File: config.mk
export PLATFORM = sky130hd
export DESIGN_NAME = seq_alu_flat
export DESIGN_NICKNAME = d
export VERILOG_FILES = /design/src/rtl/seq_alu_pkg.sv /design/src/rtl/seq_alu_if.sv /design/src/rtl/seq_alu_muldiv.sv /design/src/rtl/seq_alu.sv /design/src/flat_wrapper.sv
export SDC_FILE = /design/constraint.sdc
export NUM_CORES = 2
export LEC_CHECK = 0
export CELL_PAD_IN_SITES_DETAIL_PLACEMENT = 1
export CELL_PAD_IN_SITES_GLOBAL_PLACEMENT = 2
export CORE_MARGIN = 10
export CORE_UTILIZATION = 40
export CTS_BUF_LIST = sky130_fd_sc_hd__clkbuf_16
export DETAILED_ROUTE_END_ITERATION = 16
export PLACE_DENSITY = 0.94
export SETUP_SLACK_MARGIN = 0.2
export SLEW_MARGIN = 10
export SYNTH_ARGS = -nofsm -noshare
export SYNTH_HDL_FRONTEND = slang
export SYNTH_HIERARCHICAL = 1
export SYNTH_SLANG_ARGS = --single-unit
File: constraint.sdc
create_clock -name clk -period 11 [get_ports clk]
set_input_delay 2.2 -clock clk [delete_from_list [all_inputs] [get_ports clk]]
set_output_delay 2.2 -clock clk [all_outputs]
set_load 0.005 [all_outputs]
File: src/rtl/seq_alu_pkg.sv
// Shared opcodes, FSM state encoding and flag bundle for the sequential ALU.
// Single-cycle ops take 1 cycle; mul WIDTH+1 cycles; div WIDTH+2 cycles; results held until taken.
package seq_alu_pkg;

    localparam logic [4:0] OP_ADD  = 5'd0;
    localparam logic [4:0] OP_SUB  = 5'd1;
    localparam logic [4:0] OP_MUL  = 5'd2;
    localparam logic [4:0] OP_DIV  = 5'd4;
    localparam logic [4:0] OP_AND  = 5'd5;
    localparam logic [4:0] OP_OR   = 5'd6;
    localparam logic [4:0] OP_SHL  = 5'd7;
    localparam logic [4:0] OP_SHR  = 5'd8;
    localparam logic [4:0] OP_ROL  = 5'd9;
    localparam logic [4:0] OP_ROR  = 5'd10;
    localparam logic [4:0] OP_NOT  = 5'd11;
    localparam logic [4:0] OP_XOR  = 5'd12;
    localparam logic [4:0] OP_NOR  = 5'd13;
    localparam logic [4:0] OP_NAND = 5'd14;

    localparam int DEF_WIDTH = 32;
    localparam int RES_W     = 2 * DEF_WIDTH;

    typedef enum logic [2:0] {
        S_IDLE,
        S_MUL,
        S_DIV,
        S_FIX,
        S_DONE
    } state_e;

    typedef struct packed {
        logic zero;
        logic neg;
        logic ovf;
        logic div0;
        logic illegal;
    } flags_t;

endpackage

File: src/rtl/seq_alu_if.sv
// Request/result bundle between the control unit (master) and the ALU (slave).
// Both directions use valid/ready; the ALU holds its result until out_ready.
interface seq_alu_if #(
    parameter int WIDTH = 32,
    parameter int SEL_W = 5
);
    logic                 in_valid;
    logic                 in_ready;
    logic [SEL_W-1:0]     alu_sel;
    logic [WIDTH-1:0]     a;
    logic [WIDTH-1:0]     b;
    logic                 out_valid;
    logic                 out_ready;
    logic [2*WIDTH-1:0]   alu_out;
    logic                 flag_zero;
    logic                 flag_neg;
    logic                 flag_ovf;
    logic                 flag_div0;
    logic                 flag_illegal;

    modport master (
        output in_valid, alu_sel, a, b, out_ready,
        input  in_ready, out_valid, alu_out,
        input  flag_zero, flag_neg, flag_ovf, flag_div0, flag_illegal
    );

    modport slave (
        input  in_valid, alu_sel, a, b, out_ready,
        output in_ready, out_valid, alu_out,
        output flag_zero, flag_neg, flag_ovf, flag_div0, flag_illegal
    );
endinterface

File: src/rtl/seq_alu_muldiv.sv
// Iterative radix-2 Booth multiplier / restoring magnitude divider on one shared accumulator.
// WIDTH iterations after start_i; last_o marks the final one; no backpressure (always runs to end).
module seq_alu_muldiv #(
    parameter int WIDTH = 32
) (
    input  logic               clk,
    input  logic               reset,
    input  logic               start_i,
    input  logic               is_div_i,
    input  logic [WIDTH-1:0]   a_i,
    input  logic [WIDTH-1:0]   b_i,
    output logic               last_o,
    output logic [2*WIDTH-1:0] acc_o,
    output logic [2*WIDTH-1:0] acc_nxt_o
);
    localparam int SHW = $clog2(WIDTH);

    logic [2*WIDTH-1:0] acc_q, acc_d;
    logic [WIDTH-1:0]   m_q, m_d;
    logic [SHW-1:0]     cnt_q, cnt_d;
    logic               ext_q, ext_d, qm1_q, qm1_d, busy_q, busy_d, div_q, div_d;

    logic [WIDTH:0]     hi_ext, m_ext, psum, diff;
    logic [WIDTH-1:0]   rs;

    // Booth partial sum is kept one bit wider so -2^(W-1) multiplicands cannot overflow.
    assign hi_ext = {ext_q, acc_q[2*WIDTH-1:WIDTH]};
    assign m_ext  = {m_q[WIDTH-1], m_q};
    assign rs     = {acc_q[2*WIDTH-2:WIDTH], acc_q[WIDTH-1]};
    assign diff   = {1'b0, rs} - {1'b0, m_q};

    always_comb begin
        case ({acc_q[0], qm1_q})
            2'b01:   psum = hi_ext + m_ext;
            2'b10:   psum = hi_ext - m_ext;
            default: psum = hi_ext;
        endcase
    end

    always_comb begin
        acc_d  = acc_q;
        m_d    = m_q;
        cnt_d  = cnt_q;
        ext_d  = ext_q;
        qm1_d  = qm1_q;
        busy_d = busy_q;
        div_d  = div_q;
        if (start_i) begin
            busy_d = 1'b1;
            cnt_d  = SHW'(WIDTH - 1);
            div_d  = is_div_i;
            ext_d  = 1'b0;
            qm1_d  = 1'b0;
            if (is_div_i) begin
                m_d   = b_i[WIDTH-1] ? -b_i : b_i;
                acc_d = {{WIDTH{1'b0}}, (a_i[WIDTH-1] ? -a_i : a_i)};
            end else begin
                m_d   = a_i;
                acc_d = {{WIDTH{1'b0}}, b_i};
            end
        end else if (busy_q) begin
            if (div_q) begin
                if (!diff[WIDTH]) acc_d = {diff[WIDTH-1:0], acc_q[WIDTH-2:0], 1'b1};
                else              acc_d = {rs, acc_q[WIDTH-2:0], 1'b0};
            end else begin
                ext_d = psum[WIDTH];
                qm1_d = acc_q[0];
                acc_d = {psum, acc_q[WIDTH-1:1]};
            end
            if (cnt_q == '0) busy_d = 1'b0;
            else             cnt_d  = cnt_q - 1'b1;
        end
    end

    always_ff @(posedge clk) begin
        if (reset) begin
            acc_q  <= '0;
            m_q    <= '0;
            cnt_q  <= '0;
            ext_q  <= 1'b0;
            qm1_q  <= 1'b0;
            busy_q <= 1'b0;
            div_q  <= 1'b0;
        end else begin
            acc_q  <= acc_d;
            m_q    <= m_d;
            cnt_q  <= cnt_d;
            ext_q  <= ext_d;
            qm1_q  <= qm1_d;
            busy_q <= busy_d;
            div_q  <= div_d;
        end
    end

    assign last_o    = busy_q && (cnt_q == '0);
    assign acc_o     = acc_q;
    assign acc_nxt_o = acc_d;
endmodule

File: src/rtl/seq_alu.sv
// Sequential ALU: handshake FSM, single-cycle datapath and flags around the mul/div engine.
// Result registered N+1 (simple/div0), N+WIDTH+1 (mul), N+WIDTH+2 (div); held while out_ready=0.
module seq_alu
    import seq_alu_pkg::*;
#(
    parameter int WIDTH = 32,
    parameter int SEL_W = 5
) (
    input  logic     clk,
    input  logic     reset,
    seq_alu_if.slave bus
);
    localparam int SHW = $clog2(WIDTH);

    state_e             state_q, state_d;
    logic [2*WIDTH-1:0] res_q, res_d;
    flags_t             flags_q, flags_d;
    logic               qneg_q, qneg_d, rneg_q, rneg_d;

    logic               md_start, md_div, md_last;
    logic [2*WIDTH-1:0] md_acc, md_acc_nxt;

    logic [SHW-1:0]     sh;
    logic [WIDTH-1:0]   sum, dif, sc_lo, quo, rem;
    logic [2*WIDTH-1:0] rot_l, rot_r;
    logic               sc_ovf, sc_ill;

    function automatic flags_t mk_flags(input logic [WIDTH-1:0] lo, input logic ovf,
                                        input logic div0, input logic ill);
        flags_t f;
        f.zero    = (lo == '0);
        f.neg     = lo[WIDTH-1];
        f.ovf     = ovf;
        f.div0    = div0;
        f.illegal = ill;
        return f;
    endfunction

    assign sh    = bus.a[SHW-1:0];
    assign sum   = bus.a + bus.b;
    assign dif   = bus.a - bus.b;
    // Rotates fall out of shifting B concatenated with itself.
    assign rot_l = {bus.b, bus.b} << sh;
    assign rot_r = {bus.b, bus.b} >> sh;

    always_comb begin
        sc_lo  = '0;
        sc_ovf = 1'b0;
        sc_ill = 1'b0;
        case (bus.alu_sel)
            OP_ADD: begin
                sc_lo  = sum;
                sc_ovf = (bus.a[WIDTH-1] == bus.b[WIDTH-1]) && (sum[WIDTH-1] != bus.a[WIDTH-1]);
            end
            OP_SUB: begin
                sc_lo  = dif;
                sc_ovf = (bus.a[WIDTH-1] != bus.b[WIDTH-1]) && (dif[WIDTH-1] != bus.a[WIDTH-1]);
            end
            OP_AND:  sc_lo = bus.a & bus.b;
            OP_OR:   sc_lo = bus.a | bus.b;
            OP_XOR:  sc_lo = bus.a ^ bus.b;
            OP_NOR:  sc_lo = ~(bus.a | bus.b);
            OP_NAND: sc_lo = ~(bus.a & bus.b);
            OP_NOT:  sc_lo = ~bus.b;
            OP_SHL:  sc_lo = bus.b << sh;
            OP_SHR:  sc_lo = bus.b >> sh;
            OP_ROL:  sc_lo = rot_l[2*WIDTH-1:WIDTH];
            OP_ROR:  sc_lo = rot_r[WIDTH-1:0];
            OP_MUL, OP_DIV: sc_lo = '0;
            default: sc_ill = 1'b1;
        endcase
    end

    assign quo = qneg_q ? -md_acc[WIDTH-1:0] : md_acc[WIDTH-1:0];
    assign rem = rneg_q ? -md_acc[2*WIDTH-1:WIDTH] : md_acc[2*WIDTH-1:WIDTH];

    always_comb begin
        state_d  = state_q;
        res_d    = res_q;
        flags_d  = flags_q;
        qneg_d   = qneg_q;
        rneg_d   = rneg_q;
        md_start = 1'b0;
        md_div   = 1'b0;
        case (state_q)
            S_IDLE: begin
                if (bus.in_valid) begin
                    if (bus.alu_sel == OP_MUL) begin
                        md_start = 1'b1;
                        state_d  = S_MUL;
                    end else if (bus.alu_sel == OP_DIV && bus.b == '0) begin
                        res_d   = {bus.a, {WIDTH{1'b1}}};
                        flags_d = mk_flags({WIDTH{1'b1}}, 1'b0, 1'b1, 1'b0);
                        state_d = S_DONE;
                    end else if (bus.alu_sel == OP_DIV) begin
                        md_start = 1'b1;
                        md_div   = 1'b1;
                        qneg_d   = bus.a[WIDTH-1] ^ bus.b[WIDTH-1];
                        rneg_d   = bus.a[WIDTH-1];
                        state_d  = S_DIV;
                    end else begin
                        res_d   = {{WIDTH{1'b0}}, sc_lo};
                        flags_d = mk_flags(sc_lo, sc_ovf, 1'b0, sc_ill);
                        state_d = S_DONE;
                    end
                end
            end
            S_MUL: begin
                if (md_last) begin
                    res_d   = md_acc_nxt;
                    flags_d = mk_flags(md_acc_nxt[WIDTH-1:0], 1'b0, 1'b0, 1'b0);
                    state_d = S_DONE;
                end
            end
            S_DIV: begin
                if (md_last) state_d = S_FIX;
            end
            S_FIX: begin
                res_d   = {rem, quo};
                flags_d = mk_flags(quo, 1'b0, 1'b0, 1'b0);
                state_d = S_DONE;
            end
            S_DONE: begin
                if (bus.out_ready) begin
                    flags_d = '0;
                    state_d = S_IDLE;
                end
            end
            default: state_d = S_IDLE;
        endcase
    end

    always_ff @(posedge clk) begin
        if (reset) begin
            state_q <= S_IDLE;
            res_q   <= '0;
            flags_q <= '0;
            qneg_q  <= 1'b0;
            rneg_q  <= 1'b0;
        end else begin
            state_q <= state_d;
            res_q   <= res_d;
            flags_q <= flags_d;
            qneg_q  <= qneg_d;
            rneg_q  <= rneg_d;
        end
    end

    seq_alu_muldiv #(.WIDTH(WIDTH)) u_muldiv (
        .clk       (clk),
        .reset     (reset),
        .start_i   (md_start),
        .is_div_i  (md_div),
        .a_i       (bus.a),
        .b_i       (bus.b),
        .last_o    (md_last),
        .acc_o     (md_acc),
        .acc_nxt_o (md_acc_nxt)
    );

    assign bus.in_ready     = (state_q == S_IDLE);
    assign bus.out_valid    = (state_q == S_DONE);
    assign bus.alu_out      = res_q;
    assign bus.flag_zero    = flags_q.zero;
    assign bus.flag_neg     = flags_q.neg;
    assign bus.flag_ovf     = flags_q.ovf;
    assign bus.flag_div0    = flags_q.div0;
    assign bus.flag_illegal = flags_q.illegal;
endmodule

File: src/flat_wrapper.sv
// flat-port wrapper written by rule: the top's interface ports become plain ports
module seq_alu_flat import seq_alu_pkg::*;
#(
    parameter int WIDTH = 32,
    parameter int SEL_W = 5
)
  (clk, reset, bus_in_valid, bus_alu_sel, bus_a, bus_b, bus_out_ready, bus_in_ready, bus_out_valid, bus_alu_out, bus_flag_zero, bus_flag_neg, bus_flag_ovf, bus_flag_div0, bus_flag_illegal);
  seq_alu_if #(.WIDTH(WIDTH), .SEL_W(SEL_W)) bus_i ();
  input  logic clk;
  input  logic reset;
  input wire logic [$bits(bus_i.in_valid)-1:0] bus_in_valid;
  input wire logic [$bits(bus_i.alu_sel)-1:0] bus_alu_sel;
  input wire logic [$bits(bus_i.a)-1:0] bus_a;
  input wire logic [$bits(bus_i.b)-1:0] bus_b;
  input wire logic [$bits(bus_i.out_ready)-1:0] bus_out_ready;
  output wire logic [$bits(bus_i.in_ready)-1:0] bus_in_ready;
  output wire logic [$bits(bus_i.out_valid)-1:0] bus_out_valid;
  output wire logic [$bits(bus_i.alu_out)-1:0] bus_alu_out;
  output wire logic [$bits(bus_i.flag_zero)-1:0] bus_flag_zero;
  output wire logic [$bits(bus_i.flag_neg)-1:0] bus_flag_neg;
  output wire logic [$bits(bus_i.flag_ovf)-1:0] bus_flag_ovf;
  output wire logic [$bits(bus_i.flag_div0)-1:0] bus_flag_div0;
  output wire logic [$bits(bus_i.flag_illegal)-1:0] bus_flag_illegal;
  assign bus_i.in_valid = bus_in_valid;
  assign bus_i.alu_sel = bus_alu_sel;
  assign bus_i.a = bus_a;
  assign bus_i.b = bus_b;
  assign bus_i.out_ready = bus_out_ready;
  assign bus_in_ready = bus_i.in_ready;
  assign bus_out_valid = bus_i.out_valid;
  assign bus_alu_out = bus_i.alu_out;
  assign bus_flag_zero = bus_i.flag_zero;
  assign bus_flag_neg = bus_i.flag_neg;
  assign bus_flag_ovf = bus_i.flag_ovf;
  assign bus_flag_div0 = bus_i.flag_div0;
  assign bus_flag_illegal = bus_i.flag_illegal;
  seq_alu #(.WIDTH(WIDTH), .SEL_W(SEL_W)) u_core (.clk(clk), .reset(reset), .bus(bus_i));
endmodule
==> results by group <==
Critical path
  • Crit path launch: bus_b[30]
  • Critical path depth in cells: 13
  • Worst R2R Path Depth: 21
  • Worst setup endpoint: u_core/bus.alu_out[14]$_SDFFE_PP0P_
  • Worst EP arrival: 8.32 ns
  • Cell mode on critical path: o21ai_0
  • Crit. End Element: flop
  • Setup CP Type: in -> reg
  • Worst r2r src: u_core/u_muldiv/m_q[5]$_SDFFE_PP0P_
  • Critical Path RT: 11.32 ns
  • CP Launch Type: input port
  • Critical-path cell list: clkdlybuf4s50_1 > buf_4 > nor4_1 > nand4_1 > o21ai_0 > or2_2 > clkinv_2 > o211ai_1 > o21ai_0 > o21ai_0 > a221oi_1 > a21oi_1 > nor2_1
  • Crit path max-delay family: compound AO/OA/AOI/OAI gates
  • CP Max Fanout: 79
  • R2r endpoint: u_core/bus.alu_out[56]$_SDFFE_PP0P_
  • Buffers & Inverters on Critical Path: 3
  • Reg2Reg Setup Slack: 4.92 ns
  • Max incr delay on CP: 1.16 ns
  • Slowest CP cell: nor4_1

Synth
  • Top post-synthesis cells by count: 427 x nand2_1, 426 x nor2_1, 350 x a21oi_1
  • Cells after Synth: 4,186
  • Multiplexer share of the synthesized area: 13.94%
  • Cell variety after synth: 100
  • Primary FF master, synth: dfxtp_1
  • Syn_area_per_cell: 7.157 µm²
  • Leading area contributor after synthesis: dfxtp_1
  • Synthesized flop and latch total: 179
  • Post-Synth Simple-Gate Area: 22.70%
  • Main combinational cell family by area after synthesis: compound AO/OA/AOI/OAI gates
  • Top cells by area, synth: dfxtp_1 12%, mux4_2 7.5%, ha_1 7.1%
  • Synth Area in Adders: 7.325%
  • Compound-Gate Fraction of Synth Area: 30.86%
  • Count leader, synth: nand2_1
  • Async set or reset register ratio after synthesis: 0%
  • Synth warn: 6
  • Sequential element share of the synthesized area: 11.96%
  • Mapped Nets: 4,432
  • Post-synth EDFFs: 0
  • XOR/XNOR Fraction of Synth Area: 5.964%
  • Mapped Area: 29,960 µm²
  • Synth top area share: 11.96%

Timing
  • Tmin final: 7.999 ns
  • Worst slew pin tran: 1.428 ns
  • RSZ-0062 raised after global routing: no
  • Setup WS post-layout: 3.001 ns
  • # setup viols final: 0
  • Final Cycle Share: 72.72%
  • TNS Setup: 0 ns
  • Worst hold margin: 0.4588 ns
  • Pins Over Slew Limit: 0
  • Max Clock Freq: 125.0 MHz
  • Hold violation count in the final report: 0
  • Relative slew margins: 4.802%
  • Final clock skew: 0.01111 ns

CTS
  • CTS Buf Count: 17
  • # Post-CTS Setup Buffers: 0
  • H-tree depth: 4
  • Clock-pin slew on the worst setup and hold paths: 0.08 ns
  • CTS root buf: clkbuf_16
  • CTS Hold Bufs: 0
  • Post-CTS sizing: 0
  • CTS max path bufs: 2
  • CTS tree: yes
  • Clk_lat worst skew: 0.47 ns
  • Sink Count: 179

GRT
  • GRT Util Overall: 35.24%
  • Largest net degree at the start of global routing: 83
  • GRT overflow: 0
  • Vias in the first global route: 34,850
  • First-pass GRT wire length: 232.4 mm
  • Initial antenna violation count: 5

Placed design
  • Port-buffer cells: 143
  • DP Area: 31,900 µm²
  • Hpwl dp: 118.3 mm
  • Pre-CTS setup slack: 2.962 ns
  • GPL Wtd Cong: 1.054

Layout
  • Fill cells: 9,434
  • Area of the multi-input gates: 24,260 µm²
  • Share of cells above drive strength 1: 8.578%
  • Final instance area: 32,460 µm²
  • Nets: 4,348
  • Utilization of the core after routing: 43.67%
  • Synthesis-to-finish area growth: 8.331%
  • Register area: 3592 µm²

Run status
  • Status: completed

Floorplanning
  • DIE HEIGHT: 293.7 µm
  • Core box area: 74,320 µm²
  • Die width: 293.7 µm
  • DIE AREA: 86,250 µm²
  • Initial Util: 40.31%
  • Row cnt: 100
  • I/O pin cnt: 144

Route
  • DR vias/cell: 7.151
  • Routed WL per cell: 31.46 µm
  • Vias after detailed routing: 36,360
  • Router iterations before antenna repair: 7
  • Routed Antenna Nets: 0
  • DRC viols: 0
  • Final WL: 160.0 mm
  • Drt initial violations: 5,089

Power and ir drop
  • Pwr Density: 86.09 nW/µm²
  • Peak VDD IR: 0.0001240 V
  • Leak: 12.34 nW

Min path
  • Hold WC Path Type: reg -> reg

Job
  • Maxcap violations: 0
==> worst register-to-register path: stages, from the launching register on <==
cell and delay [ns]:
dfxtp_1 0.40, nor4_1 0.64, nand3_1 0.23, nor2_1 0.24, nand2_1 0.13, nor4_1 0.19
nor2_1 0.09, xnor2_1 0.14, ha_1 0.47, nand2_1 0.25, nor3_1 0.51, nand3_1 0.14
o311ai_0 0.93, nor3_1 0.18, nor3_1 0.24, mux2_2 0.37, nand2_1 0.13, a32o_1 0.19
nor2_1 0.05, a21oi_1 0.20, a221oi_1 0.10, nor3_1 0.19
==> cells in the final DEF (no fill, tap or decap), types with 25 or more instances in the layout <==
cell type,count
a211oi_1,89
mux2i_1,139
xnor2_1,78
nor4_1,59
nand4_1,52
o21ai_0,255
buf_4,109
o221ai_1,31
a2111oi_0,25
and3_1,37
nor3_1,109
xor2_1,126
nand2_1,427
o22ai_1,42
a221oi_1,52
or3_1,36
nand2b_1,45
ha_1,169
dfxtp_1,176
a21oi_1,349
nor2_1,423
mux2_2,46
and2_1,55
clkdlybuf4s50_1,136
inv_1,165
nand3_1,73
a31oi_1,52
o31ai_1,73
mux4_2,100
nor2b_1,36
o211ai_1,80
a21o_1,41
==> where the power goes <==
| group | internal, mW | switching [mW] | leakage (nW) |
|---|---|---|---|
| Sequential | 0.676 | 0.0307 | 1.46 |
| Clock | 0.296 | 0.308 | 0.272 |
| Combinational | 0.511 | 0.972 | 10.6 |
| Total | 1.48 | 1.31 | 12.3 |
==> through the flow <==
step | total power [mW] | std cells
final | 2.794 | 5085
after global placement | 2.114 | 5052
after CTS | 2.733 | 5084
after detailed placement | 2.135 | 5052
after global routing | 2.889 | 5084
after floorplan | 1.597 | 4186
==> cells by family after synthesis <==
group / count (synthesis)
AND/OR/NAND/NOR: 1443
adder cells (fa/ha/maj): 173
AO/OA/AOI/OAI: 1380
XOR/XNOR: 204
flip-flops: 179
buffers and inverters: 521
multiplexers: 286
==> flip-flops by register name, indices dropped and copies added (netlist names) <==
name	cells
u_core/bus.alu_out	64
u_core/qneg_q	1
u_core/bus.flag_illegal	1
u_core/bus.flag_neg	1
u_core/u_muldiv/m_q	32
u_core/state_q	3
u_core/u_muldiv/qm1_q	1
u_core/bus.flag_zero	1
u_core/u_muldiv/busy_q	1
u_core/u_muldiv/cnt_q	5
u_core/rneg_q	1
u_core/u_muldiv/acc_o	64
u_core/u_muldiv/ext_q	1
u_core/bus.flag_div0	1
u_core/bus.flag_ovf	1
u_core/u_muldiv/div_q	1
==> how the worst min path moves through the flow <==
stage                                                    from                             endpoint  cells after the start
final                     u_core/bus.alu_out[23]$_SDFFE_PP0P_  u_core/bus.alu_out[23]$_SDFFE_PP0P_                      2
after global routing      u_core/bus.alu_out[28]$_SDFFE_PP0P_  u_core/bus.alu_out[28]$_SDFFE_PP0P_                      2
after CTS                 u_core/bus.alu_out[28]$_SDFFE_PP0P_  u_core/bus.alu_out[28]$_SDFFE_PP0P_                      2
after detailed placement  u_core/bus.alu_out[28]$_SDFFE_PP0P_  u_core/bus.alu_out[28]$_SDFFE_PP0P_                      2
after global placement    u_core/bus.alu_out[28]$_SDFFE_PP0P_  u_core/bus.alu_out[28]$_SDFFE_PP0P_                      2
after floorplan            u_core/bus.alu_out[1]$_SDFFE_PP0P_   u_core/bus.alu_out[1]$_SDFFE_PP0P_                      2
==> area by class of cell <==
type	instances	share of cell area, %
well taps	969	3.736
multi-input cells	3486	74.75
clock buffers	17	1.311
inverters	170	1.970
clock inverters	15	0.3817
diodes	1	0.007710
flip-flops and latches	179	11.07
repair buffers	248	6.781
==> routing by layer <==
layer  part of all wire, %  global-route usage [%]  vias up
met5                 0.025                       0        -
met4                   6.9                   21.63        6
met3                    12                   9.170      610
met2                    43                   53.14     2370
met1                    39                   44.41    17850
li1                      -                       -    15530
(Power assumes the default switching activity.)
